$ cat src/rtl/alu_issue_queue.sv
// rtl/alu_issue_queue.sv - command FIFO feeding an external ALU, with a registered result stage
module alu_issue_queue #(
  parameter int DEPTH = 4,
  parameter int DW    = 8
) (
  input  logic                         clk,
  input  logic                         rst,
  input  logic                         in_valid,
  output logic                         in_ready,
  input  logic [DW-1:0]                in_a,
  input  logic [DW-1:0]                in_b,
  input  logic [1:0]                   in_op,
  output logic [DW-1:0]                alu_a,
  output logic [DW-1:0]                alu_b,
  output logic [1:0]                   alu_op,
  input  logic [DW-1:0]                alu_y,
  output logic                         out_valid,
  input  logic                         out_ready,
  output logic [DW-1:0]                out_y,
  output logic                         out_zero,
  output logic [1:0]                   out_op,
  output logic [$clog2(DEPTH+1)-1:0]   count
);

  localparam int AW = $clog2(DEPTH);
  localparam int CW = $clog2(DEPTH+1);

  logic [DW-1:0] mem_a  [DEPTH];
  logic [DW-1:0] mem_b  [DEPTH];
  logic [1:0]    mem_op [DEPTH];
  logic [AW-1:0] wr_ptr;
  logic [AW-1:0] rd_ptr;
  logic          push;
  logic          issue;
  logic          not_empty;

  assign not_empty = (count != '0);
  assign in_ready  = (count < CW'(DEPTH));
  assign push      = in_valid && in_ready;
  assign issue     = not_empty && (!out_valid || out_ready);

  // Storage carries no reset; only pointers and count define what is valid.
  always_ff @(posedge clk) begin
    if (push) begin
      mem_a[wr_ptr]  <= in_a;
      mem_b[wr_ptr]  <= in_b;
      mem_op[wr_ptr] <= in_op;
    end
  end

  always_ff @(posedge clk or posedge rst) begin
    if (rst) begin
      wr_ptr <= '0;
      rd_ptr <= '0;
      count  <= '0;
    end else begin
      if (push)  wr_ptr <= wr_ptr + AW'(1);
      if (issue) rd_ptr <= rd_ptr + AW'(1);
      case ({push, issue})
        2'b10:   count <= count + CW'(1);
        2'b01:   count <= count - CW'(1);
        default: count <= count;
      endcase
    end
  end

  always_comb begin
    alu_a  = '0;
    alu_b  = '0;
    alu_op = 2'b00;
    if (not_empty) begin
      alu_a  = mem_a[rd_ptr];
      alu_b  = mem_b[rd_ptr];
      alu_op = mem_op[rd_ptr];
    end
  end

  // Result stage: load on issue, otherwise hold data and only retire valid.
  always_ff @(posedge clk or posedge rst) begin
    if (rst) begin
      out_valid <= 1'b0;
      out_y     <= '0;
      out_zero  <= 1'b0;
      out_op    <= 2'b00;
    end else if (issue) begin
      out_valid <= 1'b1;
      out_y     <= alu_y;
      out_zero  <= (alu_y == '0);
      out_op    <= alu_op;
    end else if (out_valid && out_ready) begin
      out_valid <= 1'b0;
    end
  end

endmodule

$ cat config.mk
export PLATFORM = sky130hd
export DESIGN_NAME = alu_issue_queue
export DESIGN_NICKNAME = d
export VERILOG_FILES = /design/src/rtl/alu_issue_queue.sv
export SDC_FILE = /design/constraint.sdc
export NUM_CORES = 1
export LEC_CHECK = 0
export ABC_AREA = 0
export CORE_ASPECT_RATIO = 1.25
export CORE_MARGIN = 8
export CORE_UTILIZATION = 47
export CTS_CLUSTER_DIAMETER = 100
export CTS_CLUSTER_SIZE = 24
export DETAILED_ROUTE_END_ITERATION = 10
export GPL_TIMING_DRIVEN = 0
export PLACE_DENSITY = 0.85
export REMOVE_ABC_BUFFERS = 1
export SLEW_MARGIN = 25
export SYNTH_ARGS = -nofsm -noshare
export SYNTH_HDL_FRONTEND = slang
export SYNTH_SLANG_ARGS = --single-unit
$ cat constraint.sdc
create_clock -name clk -period 1.9 [get_ports clk]
set_clock_uncertainty 0.05 [all_clocks]
set_input_delay 0.38 -clock clk [delete_from_list [all_inputs] [get_ports clk]]
set_output_delay 0.38 -clock clk [all_outputs]
set_load 0.01 [all_outputs]
==> results of run 1 <==
[critical path, delay by kind of cell, from the launching register on]
family                 cells  cell delay [ns]
buffers and inverters      3             0.42
flip-flops                 1             0.53
multiplexers               1             0.40
AND/OR/NAND/NOR            1             0.14
[routing by layer]
| metal | routed length [µm] | up-vias | global-route usage, % |
|---|---|---|---|
| met5 | 0 | - | 0 |
| met3 | 350 | 7 | 4.139 |
| met4 | 137 | 0 | 6.575 |
| met1 | 2722 | 932 | 15.32 |
| li1 | - | 865 | - |
| met2 | 3832 | 46 | 23.75 |
[path summary, 6_finish.rpt]
check	start	to	slack, ns	cells after the start
min	rst	out_zero	0.39	2
max	rd_ptr[0]	alu_b[6]	-0.36	5
min reg2reg	out_op[1]	out_op[1]	0.47	1
min in group clk	out_op[1]	out_op[1]	0.47	1
max in group asynchronous	rst	rd_ptr[0]	0.88	2
max reg2reg	count[1]	count[1]	0.01	7
[where the power goes]
part	internal [W]	switching (W)	leakage (nW)
clock	0.000468	0.000652	0.0776
sequential	0.00258	0.000304	0.871
combinational	0.00178	0.00126	0.781
total	0.00482	0.00222	1.73
[cell usage after synthesis]
cell type	count
xnor2_1	3
buf_6	1
xor2_1	3
nor3_2	1
and2b_1	3
edfxtp_1	72
mux2_2	10
fa_1	1
nor2_1	1
and2_1	4
mux2i_1	2
dfrtp_1	19
nor2b_2	1
nand2_1	3
inv_1	9
buf_4	1
ha_1	5
o21ai_0	1
and3b_1	1
nand2b_1	1
nor2b_1	16
buf_2	3
clkbuf_1	3
mux4_2	18
nor4_1	2
[through the flow]
step           TNS (ns)  hold slack [ns]  instances  utilization [%]  worst slack (ns)
4_1_cts          -5.335           0.3950        359            62.33           -0.3934
6_report         -5.530           0.3874        365            63.82           -0.3638
5_1_grt          -6.703           0.4338        365            63.82           -0.4174
3_3_place_gp     -70.76           0.4398        331            58.16            -1.161
2_1_floorplan    -5.550           0.2811        176                -           -0.4966
3_5_place_dp     -61.63           0.4447        331            58.26           -0.9219
[registers in the layout (all words and copies together) (netlist names)]
register,cells
mem_a,32
mem_b,32
mem_op,8
out_y,8
count,3
out_op,2
rd_ptr,2
wr_ptr,2
out_valid,1
out_zero,1
[what timing repair did]
item	4_1_cts	5_1_grt
buffers inserted	12	6
gates resized for setup	102	13
pin swaps	4	4
gates cloned	1	0
setup endpoints to repair	106	20
[area by class of cell]
type | count | area (µm²)
Fill cell | 496 | 2678
Sequential cell | 91 | 2646
Multi-Input combinational cell | 77 | 982.2
Timing Repair Buffer | 81 | 779.5
Clock buffer | 9 | 123.9
Tap cell | 92 | 115.1
Clock inverter | 6 | 42.54
Inverter | 9 | 33.78
[logic make-up after synthesis]
logic type	after synthesis
adder cells (fa/ha/maj)	6
flip-flops	91
buffers and inverters	17
AO/OA/AOI/OAI	1
multiplexers	30
XOR/XNOR	6
AND/OR/NAND/NOR	33
==> impl_metrics.json, run 1 <==
{
  "status": "finished with violations",
  "violations": "setup timing",
  "ios": 64,
  "critPathArrivalTime_ns": 1.83,
  "peakVddDrop_uv": 714.4,
  "syn_to_final_growth_pct": 31.08,
  "power.total_w": 0.007041,
  "fp.dieW_um": 94.32,
  "syn-cell-area_mm2": 0.003603,
  "fmax_ghz": 0.4417,
  "layout_setup_ws_ns": -0.3638,
  "ys_warn_count": 0,
  "postRouteAntennaNets": 0,
  "design_area_mm2": 0.004723,
  "rsz0062_at_grt": "true",
  "synth_fa_ha_area_share_pct": 2.292,
  "rows": 35,
  "fin_crit_sh_pct": 119.1,
  "first_global_vias": 2009,
  "port_buffers": 63,
  "mostFrequentLayoutCells": "edfxtp_1, clkdlybuf4s50_1, mux4_2",
  "yosysUniqueCellTypes": 25,
  "cts_tree": "yes",
  "synthSimpleGateAreaFrac_pct": 5.799,
  "synth.avg_cell_area_um2": 19.58,
  "grt.overflow.total": 0,
  "root_buffer": "clkbuf_8",
  "final_common_cell": "edfxtp_1",
  "timing.slew.headroom_pct": 51.76,
  "cts_made_buffers": 9,
  "synth-seq-cells": 91,
  "hp-class": "input pin to async pin",
  "synth_top_cell_by_area": "edfxtp_1",
  "dpl.hpwl_mm": 4.385,
  "synth-xor-area-share_pct": 1.458,
  "track_usage_pct": 13.91,
  "layout.nets": 305,
  "synth_mux_area_share_pct": 14.93,
  "slew_violations": 0,
  "cts-htree-levels": 3,
  "clock-sinks": 91,
  "gp_congestion": 0.6722,
  "drt-total-wl_mm": 7.043,
  "initial_utilization_pct": 48.69,
  "critPathKind": "register to output port",
  "antenna_found_initial": 0,
  "clock_latency_ns": 0.35,
  "worstSetupStartpointType": "register",
  "synth-compound-area-share_pct": 0.1389,
  "post_drt_via_cell_ratio": 5.068,
  "cts_hold_buf": 0,
  "core-area_mm2": 0.007401,
  "drive_gt1_share_pct": 37.00,
  "synth_seq_area_share_pct": 73.19,
  "grt_pass1_wl_mm": 10.91,
  "finalHoldViolCount": 0,
  "cpPeakStageDelay_ns": 0.53,
  "crit_slowest_cell": "dfrtp_4",
  "vias": 1850,
  "required_ns": 1.47,
  "cts_buffer_depth": 2,
  "p_per_area_mw_per_mm2": 1491,
  "finalSetupViolations": 18,
  "worstSetupEndpointType": "output port",
  "wl_per_cell_um": 19.30,
  "yosys.area.top_type_share_pct": 60.00,
  "synth_top_family_by_area": "multiplexers",
  "cp_max_fo": 6,
  "syn_inst": 184,
  "clkTransAtPathRegs_ns": 0.09,
  "cap_viol_max_count": 0,
  "first_pass_iters": 4,
  "path_cells": "buf_12, buf_6, mux4_2, nor2b_1, buf_2",
  "place_area_mm2": 0.004312,
  "grt_max_degree": 20,
  "synthTopCellsByArea": "edfxtp_1, dfrtp_1, mux4_2",
  "worstMarginPinSlew_ns": 0.7228,
  "dieArea_mm2": 0.01074,
  "die_y_um": 113.9,
  "diodes": 0,
  "drc": 0,
  "drtIter0Drc": 51,
  "min_period_ns": 2.264,
  "leakage_nw": 1.729
}
No activity file was read; power rests on OpenSTA's default activity.
==> run 2: changes to the inputs <==
--- a/config.mk
+++ b/config.mk
@@ -8,12 +8,12 @@
 export ABC_AREA = 0
 export CORE_ASPECT_RATIO = 1.25
 export CORE_MARGIN = 8
-export CORE_UTILIZATION = 47
+export CORE_UTILIZATION = 40
 export CTS_CLUSTER_DIAMETER = 100
-export CTS_CLUSTER_SIZE = 24
+export CTS_CLUSTER_SIZE = 20
 export DETAILED_ROUTE_END_ITERATION = 10
 export GPL_TIMING_DRIVEN = 0
-export PLACE_DENSITY = 0.85
+export PLACE_DENSITY = 0.76
 export REMOVE_ABC_BUFFERS = 1
 export SLEW_MARGIN = 25
 export SYNTH_ARGS = -nofsm -noshare
==> run 2 against run 1 <==
The flow still finishes with violations (setup timing). Sequential power about the same. Via count decreased by 1.8%. Core utilization decreased by 8.8 points. Total power increased by 1.3%. Wire length increased by 1.9%. Clock power about the same. Maximum frequency increased by 0.21%. Die area increased by 15%. Sequential share of layout area decreased by 0.74 points. Highest routed layer unchanged.
==> impl_metrics.json, run 2 (synthesis results as in run 1) <==
{
  "worstMarginPinSlew_ns": 0.7352,
  "diodes": 0,
  "crit_slowest_cell": "mux4_2",
  "antenna_found_initial": 0,
  "layout_setup_ws_ns": -0.3591,
  "initial_utilization_pct": 41.42,
  "slew_violations": 0,
  "hp-class": "input pin to async pin",
  "dieArea_mm2": 0.01232,
  "fp.dieW_um": 100.9,
  "rsz0062_at_grt": "true",
  "syn_to_final_growth_pct": 32.88,
  "cap_viol_max_count": 0,
  "drive_gt1_share_pct": 35.32,
  "mostFrequentLayoutCells": "edfxtp_1, clkdlybuf4s50_1, mux4_2",
  "root_buffer": "clkbuf_8",
  "cts-htree-levels": 3,
  "worstSetupStartpointType": "register",
  "port_buffers": 63,
  "dpl.hpwl_mm": 4.386,
  "rows": 38,
  "seqPwrFrac_pct": 39.9,
  "fillCellCount": 666,
  "gp_congestion": 0.6948,
  "wl_per_cell_um": 18.46,
  "min_period_ns": 2.259,
  "r2r_cells": 10,
  "final_common_cell": "edfxtp_1",
  "track_usage_pct": 12.29,
  "clock_latency_ns": 0.36,
  "critPathArrivalTime_ns": 1.83,
  "ios": 64,
  "cp.depth": 4,
  "fin_crit_sh_pct": 118.9,
  "first_pass_iters": 4,
  "design_area_mm2": 0.004788,
  "cts_buffer_depth": 2,
  "worstSetupEndpointType": "output port",
  "peakVddDrop_uv": 715.5,
  "grt_pass1_wl_mm": 10.91,
  "clkPwrFrac_pct": 15.2,
  "required_ns": 1.47,
  "drc": 0,
  "reg.largest.list": "mem_a: 32 flops, mem_b: 32 flops",
  "clock-sinks": 91,
  "place_area_mm2": 0.004358,
  "path_buf_inv": 2,
  "vias": 1816,
  "finalSetupViolations": 19,
  "switching_share_pct": 30.61,
  "postRouteAntennaNets": 0,
  "cp_max_fo": 7,
  "fmax_ghz": 0.4427,
  "core-area_mm2": 0.008701,
  "cts_made_buffers": 9,
  "clkTransAtPathRegs_ns": 0.09,
  "first_global_vias": 1987,
  "die_y_um": 122.1,
  "violations": "setup timing",
  "p_int_w": 0.004951,
  "leakage_nw": 1.746,
  "grt.overflow.total": 0,
  "critical-path-top-delay-family": "multiplexers",
  "cpPeakStageDelay_ns": 0.51,
  "path_cells": "buf_12, mux4_2, and2b_1, buf_2",
  "finalHoldViolCount": 0,
  "p_per_area_mw_per_mm2": 1490,
  "power.total_w": 0.007134,
  "critPathKind": "register to output port",
  "drtIter0Drc": 112,
  "grt_max_degree": 20,
  "pwr-share-comb_pct": 44.8,
  "post_drt_via_cell_ratio": 4.668,
  "cts_tree": "yes",
  "layout.nets": 300,
  "status": "finished with violations",
  "timing.slew.headroom_pct": 50.93,
  "drt-total-wl_mm": 7.180,
  "power.switching_w": 0.002184
}
-- run 2: final cells by class --
type | count | area (µm²) | area share (%)
repair buffers | 77 | 803.3 | 16.78
clock inverters | 6 | 32.53 | 0.6794
inverters | 9 | 33.78 | 0.7055
flip-flops and latches | 91 | 2648 | 55.29
multi-input cells | 76 | 993.5 | 20.75
clock buffers | 10 | 127.6 | 2.665
well taps | 120 | 150.1 | 3.136
-- run 2: path summary, 6_finish.rpt --
path                            from        end  slack [ns]
max                        rd_ptr[0]   alu_b[4]       -0.36
min                              rst  rd_ptr[0]        0.39
max reg2reg                 count[2]   count[2]       -0.01
min reg2reg                out_op[1]  out_op[1]        0.46
max in group asynchronous        rst  rd_ptr[1]        0.86
min in group clk           out_op[1]  out_op[1]        0.46
-- run 2: through the flow --
stage          instances  util [%]  hold WS, ns  TNS, ns  setup WS, ns
5_1_grt              389     55.03       0.4518   -6.619       -0.4305
2_1_floorplan        176         -       0.2811   -5.550       -0.4966
6_report             389     55.03       0.3892   -5.324       -0.3591
3_3_place_gp         359     49.87       0.4405   -77.04        -1.246
3_5_place_dp         360     50.09       0.4457   -62.54       -0.9608
4_1_cts              386     54.23       0.4129   -5.691       -0.3706
-- run 2: repair_timing --
| action | CTS | global route |
|---|---|---|
| cloned | 2 | 0 |
| hold buffers | 0 | 0 |
| pin swaps | 1 | 0 |
| setup endpoints to repair | 99 | 20 |
| gates resized for setup | 108 | 10 |
| setup buffers | 8 | 3 |
-- run 2: metal layers --
| metal | wire [µm] | vias up | global-route usage [%] |
|---|---|---|---|
| li1 | - | 854 | - |
| met4 | 160 | 0 | 7.190 |
| met1 | 2652 | 919 | 12.43 |
| met5 | 0 | - | 0 |
| met2 | 4046 | 32 | 21.99 |
| met3 | 321 | 11 | 3.596 |
-- run 2: power groups by stage --
| stage | sequential (W) | combinational, W | clock, W |
|---|---|---|---|
| 6_report | 0.00285 | 0.00320 | 0.00109 |
| 5_1_grt | 0.00290 | 0.00341 | 0.00120 |
| 4_1_cts | 0.00286 | 0.00306 | 0.00110 |
| 3_5_place_dp | 0.00299 | 0.00255 | 0 |
| 3_3_place_gp | 0.00294 | 0.00249 | 0 |
| 2_1_floorplan | 0.00293 | 0.00129 | 0 |
